--- config.mk ---
export PLATFORM = sky130hd
export DESIGN_NAME = memory_to_dram
export DESIGN_NICKNAME = d
export VERILOG_FILES = /design/src/rtl/memory_to_dram.sv
export SDC_FILE = /design/constraint.sdc
export NUM_CORES = 1
export LEC_CHECK = 0
export CORE_AREA = 2 2 258 260
export DETAILED_ROUTE_END_ITERATION = 8
export DIE_AREA = 0 0 260 262
export PLACE_DENSITY_LB_ADDON = 0.25
export SLEW_MARGIN = 15
export SYNTH_ARGS = -nofsm -noshare
export SYNTH_HDL_FRONTEND = slang
export SYNTH_SLANG_ARGS = --single-unit
--- constraint.sdc ---
create_clock -name clk_i -period 19.51 [get_ports clk_i]
set_input_delay 3.902 -clock clk_i [delete_from_list [all_inputs] [get_ports clk_i]]
set_output_delay 3.902 -clock clk_i [all_outputs]
set_load 0.02 [all_outputs]
--- src/rtl/memory_to_dram.sv ---
// Streams memory words out to a narrow DRAM sink: one memory read per word, then
// the word is serialized MSB-first into DRAM_DATA_BITWIDTH chunks with
// valid/ready handshaking. A one-word pending buffer hides read latency so that
// consecutive words stream without bubbles.
module memory_to_dram #(
  parameter int unsigned MEM_DATA_BITWIDTH  = 163,
  parameter int unsigned DRAM_DATA_BITWIDTH = 8,
  parameter int unsigned ADDR_BITWIDTH      = 10
) (
  input  logic                          clk_i,
  input  logic                          dram_to_mem_rst_i,
  input  logic                          start_i,
  input  logic [ADDR_BITWIDTH-1:0]      base_addr_i,
  input  logic [ADDR_BITWIDTH:0]        num_words_i,
  output logic                          mem_rd_en_o,
  output logic [ADDR_BITWIDTH-1:0]      mem_rd_addr_o,
  input  logic [MEM_DATA_BITWIDTH-1:0]  mem_data_i,
  output logic [DRAM_DATA_BITWIDTH-1:0] dram_data_o,
  output logic                          dram_valid_o,
  input  logic                          dram_ready_i,
  output logic                          dram_last_o,
  output logic                          busy_o,
  output logic                          done_o
);

  localparam int unsigned NUM_CHUNKS = (MEM_DATA_BITWIDTH + DRAM_DATA_BITWIDTH - 1) / DRAM_DATA_BITWIDTH;
  localparam int unsigned SR_W       = NUM_CHUNKS * DRAM_DATA_BITWIDTH;
  localparam int unsigned PAD        = SR_W - MEM_DATA_BITWIDTH;
  localparam int unsigned CNT_W      = $clog2(NUM_CHUNKS + 1);
  localparam int unsigned NW_W       = ADDR_BITWIDTH + 1;

  typedef enum logic {IDLE, RUN} state_t;

  state_t                         state;
  logic [ADDR_BITWIDTH-1:0]       base_q;
  logic [NW_W-1:0]                num_q;
  logic [NW_W-1:0]                issued;
  logic [NW_W-1:0]                returned;
  logic                           rd_pend;
  logic [SR_W-1:0]                sr;
  logic                           sr_valid;
  logic                           sr_last;
  logic [CNT_W-1:0]               chunk_cnt;
  logic [MEM_DATA_BITWIDTH-1:0]   pend_data;
  logic                           pend_full;
  logic                           pend_last;

  logic accept_c, last_chunk_c, word_end_c, ret_last_c, can_issue_c;

  // Word placed MSB-first in the shift register, zero padding at the LSB end.
  function automatic logic [SR_W-1:0] pack(input logic [MEM_DATA_BITWIDTH-1:0] w);
    return SR_W'(w) << PAD;
  endfunction

  assign accept_c     = sr_valid & dram_ready_i;
  assign last_chunk_c = (chunk_cnt == CNT_W'(NUM_CHUNKS - 1));
  assign word_end_c   = accept_c & last_chunk_c;
  assign ret_last_c   = ((returned + NW_W'(1)) == num_q);
  assign can_issue_c  = (state == RUN) && (issued < num_q) && !mem_rd_en_o && !rd_pend && !pend_full;

  assign dram_data_o  = sr[SR_W-1 -: DRAM_DATA_BITWIDTH];
  assign dram_valid_o = sr_valid;
  assign dram_last_o  = sr_valid & sr_last & last_chunk_c;

  // Control FSM, read issue, shift register and pending buffer.
  always_ff @(posedge clk_i or posedge dram_to_mem_rst_i) begin
    if (dram_to_mem_rst_i) begin
      state         <= IDLE;
      base_q        <= '0;
      num_q         <= '0;
      issued        <= '0;
      returned      <= '0;
      rd_pend       <= 1'b0;
      sr            <= '0;
      sr_valid      <= 1'b0;
      sr_last       <= 1'b0;
      chunk_cnt     <= '0;
      pend_data     <= '0;
      pend_full     <= 1'b0;
      pend_last     <= 1'b0;
      mem_rd_en_o   <= 1'b0;
      mem_rd_addr_o <= '0;
      busy_o        <= 1'b0;
      done_o        <= 1'b0;
    end else begin
      done_o      <= 1'b0;
      mem_rd_en_o <= 1'b0;
      rd_pend     <= mem_rd_en_o;
      case (state)
        IDLE: begin
          if (start_i) begin
            if (num_words_i == '0) begin
              done_o <= 1'b1;
            end else begin
              state         <= RUN;
              busy_o        <= 1'b1;
              base_q        <= base_addr_i;
              num_q         <= num_words_i;
              issued        <= NW_W'(1);
              returned      <= '0;
              mem_rd_en_o   <= 1'b1;
              mem_rd_addr_o <= base_addr_i;
            end
          end
        end
        RUN: begin
          if (can_issue_c) begin
            mem_rd_en_o   <= 1'b1;
            mem_rd_addr_o <= base_q + ADDR_BITWIDTH'(issued);
            issued        <= issued + NW_W'(1);
          end
          if (rd_pend) begin
            returned <= returned + NW_W'(1);
          end
          if (word_end_c) begin
            chunk_cnt <= '0;
            if (pend_full) begin
              sr        <= pack(pend_data);
              sr_last   <= pend_last;
              pend_full <= 1'b0;
            end else if (rd_pend) begin
              sr      <= pack(mem_data_i);
              sr_last <= ret_last_c;
            end else begin
              sr       <= '0;
              sr_valid <= 1'b0;
              sr_last  <= 1'b0;
            end
            if (sr_last) begin
              state  <= IDLE;
              busy_o <= 1'b0;
              done_o <= 1'b1;
            end
          end else begin
            if (accept_c) begin
              sr        <= sr << DRAM_DATA_BITWIDTH;
              chunk_cnt <= chunk_cnt + CNT_W'(1);
            end
            if (rd_pend) begin
              if (!sr_valid) begin
                sr        <= pack(mem_data_i);
                sr_valid  <= 1'b1;
                sr_last   <= ret_last_c;
                chunk_cnt <= '0;
              end else begin
                pend_data <= mem_data_i;
                pend_full <= 1'b1;
                pend_last <= ret_last_c;
              end
            end
          end
        end
        default: state <= IDLE;
      endcase
    end
  end

endmodule

After elaboration in Yosys (flattened, before gate mapping)
Index checks and enable logic that the tools add are counted.
{ "classes": {"add_sub_neg": 4, "order_cmp": 1, "eq_ne": 11, "n_mux": 51, "n_bitwise": 7, "reduce_logical": 18} }
{ "ops": {"columns": ["cell", "count"], "rows": [
  ["168-bit two-way mux", 6],
  ["11-bit two-way mux", 6],
  ["11-bit case mux with 2 select lines", 2],
  ["10-bit two-way mux", 3],
  ["1-bit two-way mux", 25],
  ["11-bit by 1-bit adder with 11-bit output (second input constant)", 2],
  ["5-bit two-way mux", 4],
  ["10-bit case mux with 2 select lines", 1],
  ["3-bit AND reduction", 5],
  ["4-bit AND reduction", 3],
  ["11-bit equality test", 1],
  ["11-bit zero test", 1],
  ["11-bit < comparator", 1],
  ["10-bit adder", 1],
  ["2-bit by 1-bit != test with 1-bit output (second input constant)", 5],
  ["2-bit != test (second input constant)", 4],
  ["1-bit case mux with 2 select lines", 4],
  ["5-bit by 1-bit adder with 5-bit output (second input constant)", 1],
  ["5-bit equality test (second input constant)", 1],
  ["1-bit AND", 4],
  ["1-bit logical AND", 4],
  ["2-bit nonzero test", 2],
  ["1-bit zero test", 3],
  ["1-bit NOT", 3]
]} }
{ "totals": {"reg_bits": 398, "in_bits": 188, "out_inout_bits": 23, "wordCells": 109} }

Depth between registers and ports, before layout
Gate-level depths: netlist of the first run.
{ "depth": {"word_depth": 7, "mapped_depth": 10, "ltp_nobuf": 10} }

Least setup slack after synthesis of the first run
Ideal clock, no wire load.
{ "synth_timing": {"kind": "input port to flip-flop", "from": "input port num_words_i[9]", "to": "register mem_rd_addr_o[2]", "setup_ns": 0.136, "t_arrival_ns": 5.219, "t_required_ns": 19.374, "setup_slack_ns": 14.155, "cell_stages": 8, "n_path_buf": 2, "cell_sequence": "nor4_1 nand3_1 nand2b_1 buf_2 o21ai_0 nor2_1 clkbuf_1 o21ai_0"} }
{ "synth_between": {"elab_chain_cells": 3} }
{ "synth_rtl": {"columns": ["item", "line_no", "source"], "rows": [
  ["start: declaration", "14", "input logic [ADDR_BITWIDTH:0] num_words_i,"],
  ["11-bit zero test", "92", "if (num_words_i == '0) begin"],
  ["2-bit != test (no source line)", null, null],
  ["3-bit AND reduction (no source line)", null, null],
  ["end signal: assignment", "102", "mem_rd_addr_o <= base_addr_i;"],
  ["end signal: assignment", "109", "mem_rd_addr_o <= base_q + ADDR_BITWIDTH'(issued);"],
  ["end: declaration", "16", "output logic [ADDR_BITWIDTH-1:0] mem_rd_addr_o,"]
]} }
No other way between the ends.
A chain may end at the register's enable or synchronous reset.

Worst setup path in the final report of the first run
{ "layout_timing": {"from": "register chunk_cnt[0]", "to": "output port dram_last_o"} }
{ "layout_between": {"elab_chain_cells": 2} }
{ "layout_rtl": {"columns": ["item", "line_no", "source"], "rows": [
  ["start: declaration", "43", "logic [CNT_W-1:0] chunk_cnt;"],
  ["start signal: assignment", "137", "chunk_cnt <= chunk_cnt + CNT_W'(1);"],
  ["5-bit equality test", "56", "assign last_chunk_c = (chunk_cnt == CNT_W'(NUM_CHUNKS - 1));"],
  ["1-bit AND", "63", "assign dram_last_o = sr_valid & sr_last & last_chunk_c;"],
  ["end: declaration", "21", "output logic dram_last_o,"]
]} }
No other way between the ends.

==> impl_summary.txt, run 1 <==
----------------------------------------------------
[Global routing]
  Largest net degree at the start of global routing ... 123
  Global Route met1 Usage ... 0.231
  Total Routing Usage GR ... 0.174
  M3 GR Usage ... 0.0317
  Most utilized layer in the global route result ... met2
  Via count of the first global-routing pass ... 16.3k
  Initial antenna violation count ... 8
  Overflow after GRT ... 0
  Wire length of the first global-routing pass ... 94400 um
  Global-route track usage on met2 ... 0.289

[Power and ir drop]
  PD cells ... 151 mW/mm^2
  Static Leakage ... 9.13 nW
  Highest ir drop seen on vdd ... 0.0000634 V

[Finish]
  Number of cells in the finished layout apart from fillers ... 2935
  Number of nets at the end of the flow ... 2241
  Util after Layout ... 0.363
  Synthesis-to-finish area growth ... 21.7%
  Layout cells sized above 1 ... 0.133

[Placed design]
  Buffers added on ports ... 210
  Detailed placement HPWL ... 35500 um
  Routability congestion estimate from global placement ... 0.788
  Post-placement cell count ... 2843

[Yosys]
  Synth Instances ... 1929
  Warnings from Yosys ... 0
  Combined area of all synthesized cells ... 0.0195 mm^2
  Syn Area/Cell ... 10.1 um^2
  Count of flip-flops with a built-in enable after synthesis ... 0
  Fraction of synthesis flops using an asynchronous set or reset pin ... 1.00
  Top FF cell, synth ... dfrtp_1
  Cell variety after synth ... 53
  Post-Syn Nets ... 2141
  Fraction of the yosys area taken by sequential cells ... 0.512
  Post-synthesis register bit count ... 398

[Floorplanning]
  Initial core utilization ... 0.298
  Boundary Pins ... 211
  Core region area ... 0.0653 mm^2
  FP Rows ... 94
  Chip height ... 262 um
  Die width ... 260 um
  Die outline area ... 0.0681 mm^2

[Routing]
  Number of detailed-routing iterations run before antenna repair ... 5
  Detail Route Antenna Nets ... 0
  Average via count per standard cell ... 5.46
  Average routed wire per standard cell ... 20.6 um
  1st-iter DRT viols ... 1200
  Post-detailed-routing wire length ... 60300 um
  Drc violations ... 0
  Via count ... 16.0k

[Setup path]
  Setup crit start kind ... register
  Setup crit end kind ... output pin
  Data arrival time of the worst path ... 2.77 ns
  Required time of the critical path ... 15.61 ns
  Setup slack on the worst flop-to-flop path ... 15.69 ns
  Number of cells on the worst reg-to-reg path ... 5
  Reg-to-reg startpoint ... state
  Top fanout value on the critical path ... 44
  Crit Path Category ... reg -> out
  Reg-to-Reg End ... sr[88]

[STA]
  Max Freq ... 150 MHz
  Final hold slack ... 0.425 ns
  Slew Limit Headroom ... 0.222
  Final Critical Period ... 6.67 ns
  Final hold viol count ... 0
  RSZ-0062 raised after global routing ... no
  Transition time of the tightest slew-check pin ... 1.17 ns
  Post-Route Setup TNS ... 0 ns
  Setup-violating endpoint count in the final report ... 0
  Number of pins exceeding their max-slew limit in the final report ... 0
  Share of the clock period used by the worst path ... 0.342
  Clock tree skew after final layout ... 0.0127 ns

[CTS]
  Insertion delay to the later sink of the worst-skew pair ... 0.59 ns
  Hold-fix buffers, CTS ... 0
  Clock slew at the register clock pins of the worst setup and hold paths ... 0.06 ns
  Cells resized by post-CTS repair ... 0
  Clock buffers created by TritonCTS ... 48
  Clock tree from TritonCTS ... built
  Htree depth ... 2
  Buffer depth of the longest clock path ... 3
  Root cell of the clock tree ... clkbuf_16
  Clk sink count ... 398
  Number of setup buffers added after CTS ... 0

[Worst hold path]
  Hold Crit Start ... mem_rd_en_o
  Instance count along the most critical hold path ... 0
  Hold crit path type ... reg -> reg
  End point of the worst hold path ... rd_pend

[Run]
  Max-cap viol count ... 0

[Status]
  Status ... completed

----------------------------------------------------
[worst max-delay path, cell delays in order, from the launching register on]
cell and delay [ns]:
dfrtp_1 0.40, inv_1 0.10, ha_1 0.19, and4b_4 0.60
and3_1 0.28, clkdlybuf4s50_1 0.62
[per-layer routing]
layer,vias to the layer above,routed length [um]
li1,7407,-
met1,8139,27000
met2,383,29000
met3,87,3080
met4,10,1240
met5,-,68
[final cells by class]
cell class	instances	area, um^2
Sequential cell	398	9970
Inverter	19	78.8
Clock inverter	16	133
Timing Repair Buffer	230	2260
Clock buffer	72	1430
Tap cell	864	1080
Multi-Input combinational cell	1332	8720
Antenna cell	4	10.0
Fill cell	6481	41600
[synthesized netlist by cell type (10+ instances only)]
master / number / area [um^2]
xor2_1: 10 / 87.6
dfrtp_1: 398 / 9960
o211ai_1: 80 / 601
o22ai_1: 160 / 1000
o21ai_0: 222 / 1110
mux2_2: 163 / 1840
a21oi_1: 183 / 916
inv_1: 19 / 71.3
xnor2_1: 16 / 140
clkbuf_1: 131 / 492
nand2_1: 247 / 927
and2_1: 13 / 81.3
ha_1: 23 / 288
a221o_1: 83 / 831
buf_2: 34 / 170
nor2_1: 30 / 113
nand3_1: 15 / 75.1
[report_power, final]
group | internal (mW) | total, mW | leakage, nW | switching, mW
clock | 0.522 | 0.887 | 0.771 | 0.365
combinational | 0.559 | 1.23 | 3.87 | 0.673
sequential | 1.20 | 1.45 | 4.49 | 0.254
total | 2.28 | 3.57 | 9.13 | 1.29
[placed cells by master (no fill, tap or decap), drive strengths merged, types with 7 or more instances in the layout]
| master | count |
|---|---|
| a21oi | 183 |
| buf | 20 |
| mux2i | 9 |
| and2 | 14 |
| nor2 | 30 |
| clkinv | 9 |
| clkbuf | 72 |
| nand2 | 247 |
| o211ai | 80 |
| o21ai | 223 |
| clkdlybuf4s50 | 210 |
| xor2 | 10 |
| inv | 23 |
| xnor2 | 16 |
| nor2b | 7 |
| nand3 | 15 |
| dfrtp | 398 |
| mux2 | 163 |
| ha | 23 |
| a221o | 83 |
| o22ai | 160 |
[how the worst max path moves through the flow]
stage,startpoint,cells past startpoint,end
floorplan,dram_to_mem_rst_i,1,base_q[0]
global placement,dram_ready_i,6,pend_data[61]
detailed placement,dram_ready_i,6,pend_data[105]
CTS,chunk_cnt[0],5,dram_last_o
global route,chunk_cnt[0],5,dram_last_o
finish,chunk_cnt[0],5,dram_last_o
[cells by family (layout without fill, tap and decap cells)]
group	Yosys count	after routing	share of synthesized area
flops	398	398	0.512
fa+ha+maj	24	24	0.0158
compound gates	762	762	0.243
other cells	0	4	0
xor+xnor	26	26	0.0117
simple gates	348	348	0.0764
buf+inv	199	337	0.0427
mux	172	172	0.0990
[flip-flops by register name, indices dropped and copies added, names as in the netlist]
| name | cells |
|---|---|
| sr | 168 |
| pend_data | 163 |
| issued | 11 |
| num_q | 11 |
| returned | 11 |
| base_q | 10 |
| mem_rd_addr_o | 10 |
| chunk_cnt | 5 |
| busy_o | 1 |
| done_o | 1 |
| dram_valid_o | 1 |
| mem_rd_en_o | 1 |
| pend_full | 1 |
| pend_last | 1 |
| rd_pend | 1 |
| sr_last | 1 |
| state | 1 |
[per-stage QoR]
| stage | cell area (um^2) | power (mW) | setup slack [ns] |
|---|---|---|---|
| 6_report | 23700 | 3.57 | 12.84 |
| 5_1_grt | 23700 | 3.81 | 12.63 |
| 4_1_cts | 23700 | 3.61 | 12.76 |
| 3_5_place_dp | 22100 | 2.70 | 12.41 |
| 3_3_place_gp | 22100 | 2.65 | 12.44 |
| 2_1_floorplan | 19500 | 2.31 | 4.54 |
No activity file was read; power rests on OpenSTA's default activity.
==> run 2: changes to the inputs <==
Clock period 19.51 ns to 6.6 ns, I/O delays scaled along.
==> run 2 against run 1 <==
  * Final cell count increased by 0.24%
  * Critical path type unchanged
  * Total power rose to 3.0 times the previous value
  * Count of clock-buffer cells in the layout decreased by 5
==> impl_summary.txt, run 2 (synthesis results as in run 1) <==
----------------------------------------------------
[Placed design]
  Buffers added on ports ... 210
  Routability congestion estimate from global placement ... 0.822
  Placed Area ... 0.0222 mm^2
  Detailed placement HPWL ... 36000 um
  Post-placement cell count ... 2846

[Worst hold path]
  Hold crit path type ... reg -> reg
  Instance count along the most critical hold path ... 0
  Hold Crit Start ... mem_rd_en_o

[CTS]
  Clock buffers created by TritonCTS ... 49
  Insertion delay to the later sink of the worst-skew pair ... 0.59 ns
  Htree depth ... 2
  Clock tree from TritonCTS ... built
  Clk sink count ... 398
  Number of setup buffers added after CTS ... 0
  Clock slew at the register clock pins of the worst setup and hold paths ... 0.06 ns
  Root cell of the clock tree ... clkbuf_16
  Buffer depth of the longest clock path ... 3
  Cells resized by post-CTS repair ... 0
  Hold-fix buffers, CTS ... 0

[Global routing]
  Via count of the first global-routing pass ... 16.7k
  Wire length of the first global-routing pass ... 96300 um
  Total Routing Usage GR ... 0.177
  Largest net degree at the start of global routing ... 170
  Initial antenna violation count ... 12
  Overflow after GRT ... 0

[Setup path]
  Setup slack on the worst flop-to-flop path ... 2.70 ns
  Launching element of the worst setup path ... chunk_cnt[0]
  Reg-to-reg startpoint ... chunk_cnt[0]
  Crit path depth ... 5
  Setup crit end kind ... output pin
  Stage delay of the slowest cell on the critical path ... 0.82 ns
  Required time of the critical path ... 5.28 ns
  Number of cells on the worst reg-to-reg path ... 8
  CP max-delay cell ... and4b_4
  Data arrival time of the worst path ... 2.99 ns
  Largest delay contributor family on the critical path ... simple AND/OR/NAND/NOR gates
  Crit Path Category ... reg -> out
  Setup crit start kind ... register
  CP Cell Sequence ... inv_1 > ha_1 > and4b_4 > and3_1 > clkdlybuf4s50_1
  CP bufs+invs ... 2
  Top fanout value on the critical path ... 60

[Routing]
  1st-iter DRT viols ... 1295
  Via count ... 16.2k
  Drc violations ... 0
  Post-detailed-routing wire length ... 61300 um
  Average routed wire per standard cell ... 20.8 um
  Number of detailed-routing iterations run before antenna repair ... 5
  Detail Route Antenna Nets ... 0
  Average via count per standard cell ... 5.50

[Finish]
  Util after Layout ... 0.365
  Number of nets at the end of the flow ... 2246
  Commonest non-fill, non-tap cell in the layout ... dfrtp_1
  Commonest cells after routing, fill and taps aside ... dfrtp_1 (396), nand2_1 (247), o21ai_0 (222)
  Registers with the most flip-flops ... sr: 168 flops, pend_data: 163 flops
  Area of all placed cells without fillers ... 0.0238 mm^2
  Synthesis-to-finish area growth ... 22.5%
  Layout cells sized above 1 ... 0.136
  Flip-flop count of the largest register, all copies and words added ... 168
  Biggest register ... sr
  Number of cells in the finished layout apart from fillers ... 2942

[STA]
  Share of the clock period used by the worst path ... 0.654
  Post-Route Setup TNS ... 0 ns
  Transition time of the tightest slew-check pin ... 1.14 ns
  RSZ-0062 raised after global routing ... no
  Slew Limit Headroom ... 0.243
  Clock tree skew after final layout ... 0.0267 ns
  Final hold viol count ... 0
  Setup-violating endpoint count in the final report ... 0
  Final Critical Period ... 4.31 ns
  Max Freq ... 232 MHz
  Number of pins exceeding their max-slew limit in the final report ... 0

[Floorplanning]
  FP Rows ... 94
  Die outline area ... 0.0681 mm^2
  Boundary Pins ... 211
  Initial core utilization ... 0.298
  Chip height ... 262 um
  Core region area ... 0.0653 mm^2
  Die width ... 260 um

[Run]
  Max-cap viol count ... 0

[Power and ir drop]
  Overall power after layout ... 10.7 mW
  Static Leakage ... 9.19 nW
  Highest ir drop seen on vdd ... 0.000225 V
  PD cells ... 450 mW/mm^2

[Status]
  Status ... completed

----------------------------------------------------
## run 2: metal layers
layer  track usage  share of wire  up-vias
met4        0.0575          0.022       12
met3        0.0318          0.048       87
li1              -              -     7404
met1         0.228           0.43     8302
met2         0.301           0.50      388
met5             0         0.0012        -
## run 2: path summary, 6_finish.rpt
check	end
max reg2reg	sr[148]
max in group asynchronous	pend_data[145]
min reg2reg	rd_pend
min	rd_pend
max	dram_last_o
min in group asynchronous	sr[97]
## run 2: through the flow
| stage | hold slack, ns | setup WS (ns) |
|---|---|---|
| global placement | 0.407 | 2.43 |
| detailed placement | 0.403 | 2.38 |
| CTS | 0.415 | 2.23 |
| global route | 0.440 | 2.13 |
| finish | 0.412 | 2.29 |
| floorplan | 0.445 | -0.0778 |
## run 2: area by class of cell
| cell class | count | area (um^2) |
|---|---|---|
| Fill cell | 6434 | 41400 |
| Sequential cell | 398 | 9970 |
| Multi-Input combinational cell | 1332 | 8720 |
| Timing Repair Buffer | 234 | 2350 |
| Clock buffer | 67 | 1380 |
| Tap cell | 864 | 1080 |
| Clock inverter | 22 | 246 |
| Inverter | 19 | 75.1 |
| Antenna cell | 6 | 15.0 |
## run 2: power by group
part / internal, mW / total [mW] / switching, mW
clock network: 1.63 / 2.75 / 1.12
logic: 1.68 / 3.71 / 2.03
registers: 3.54 / 4.27 / 0.732
total: 6.84 / 10.7 / 3.88
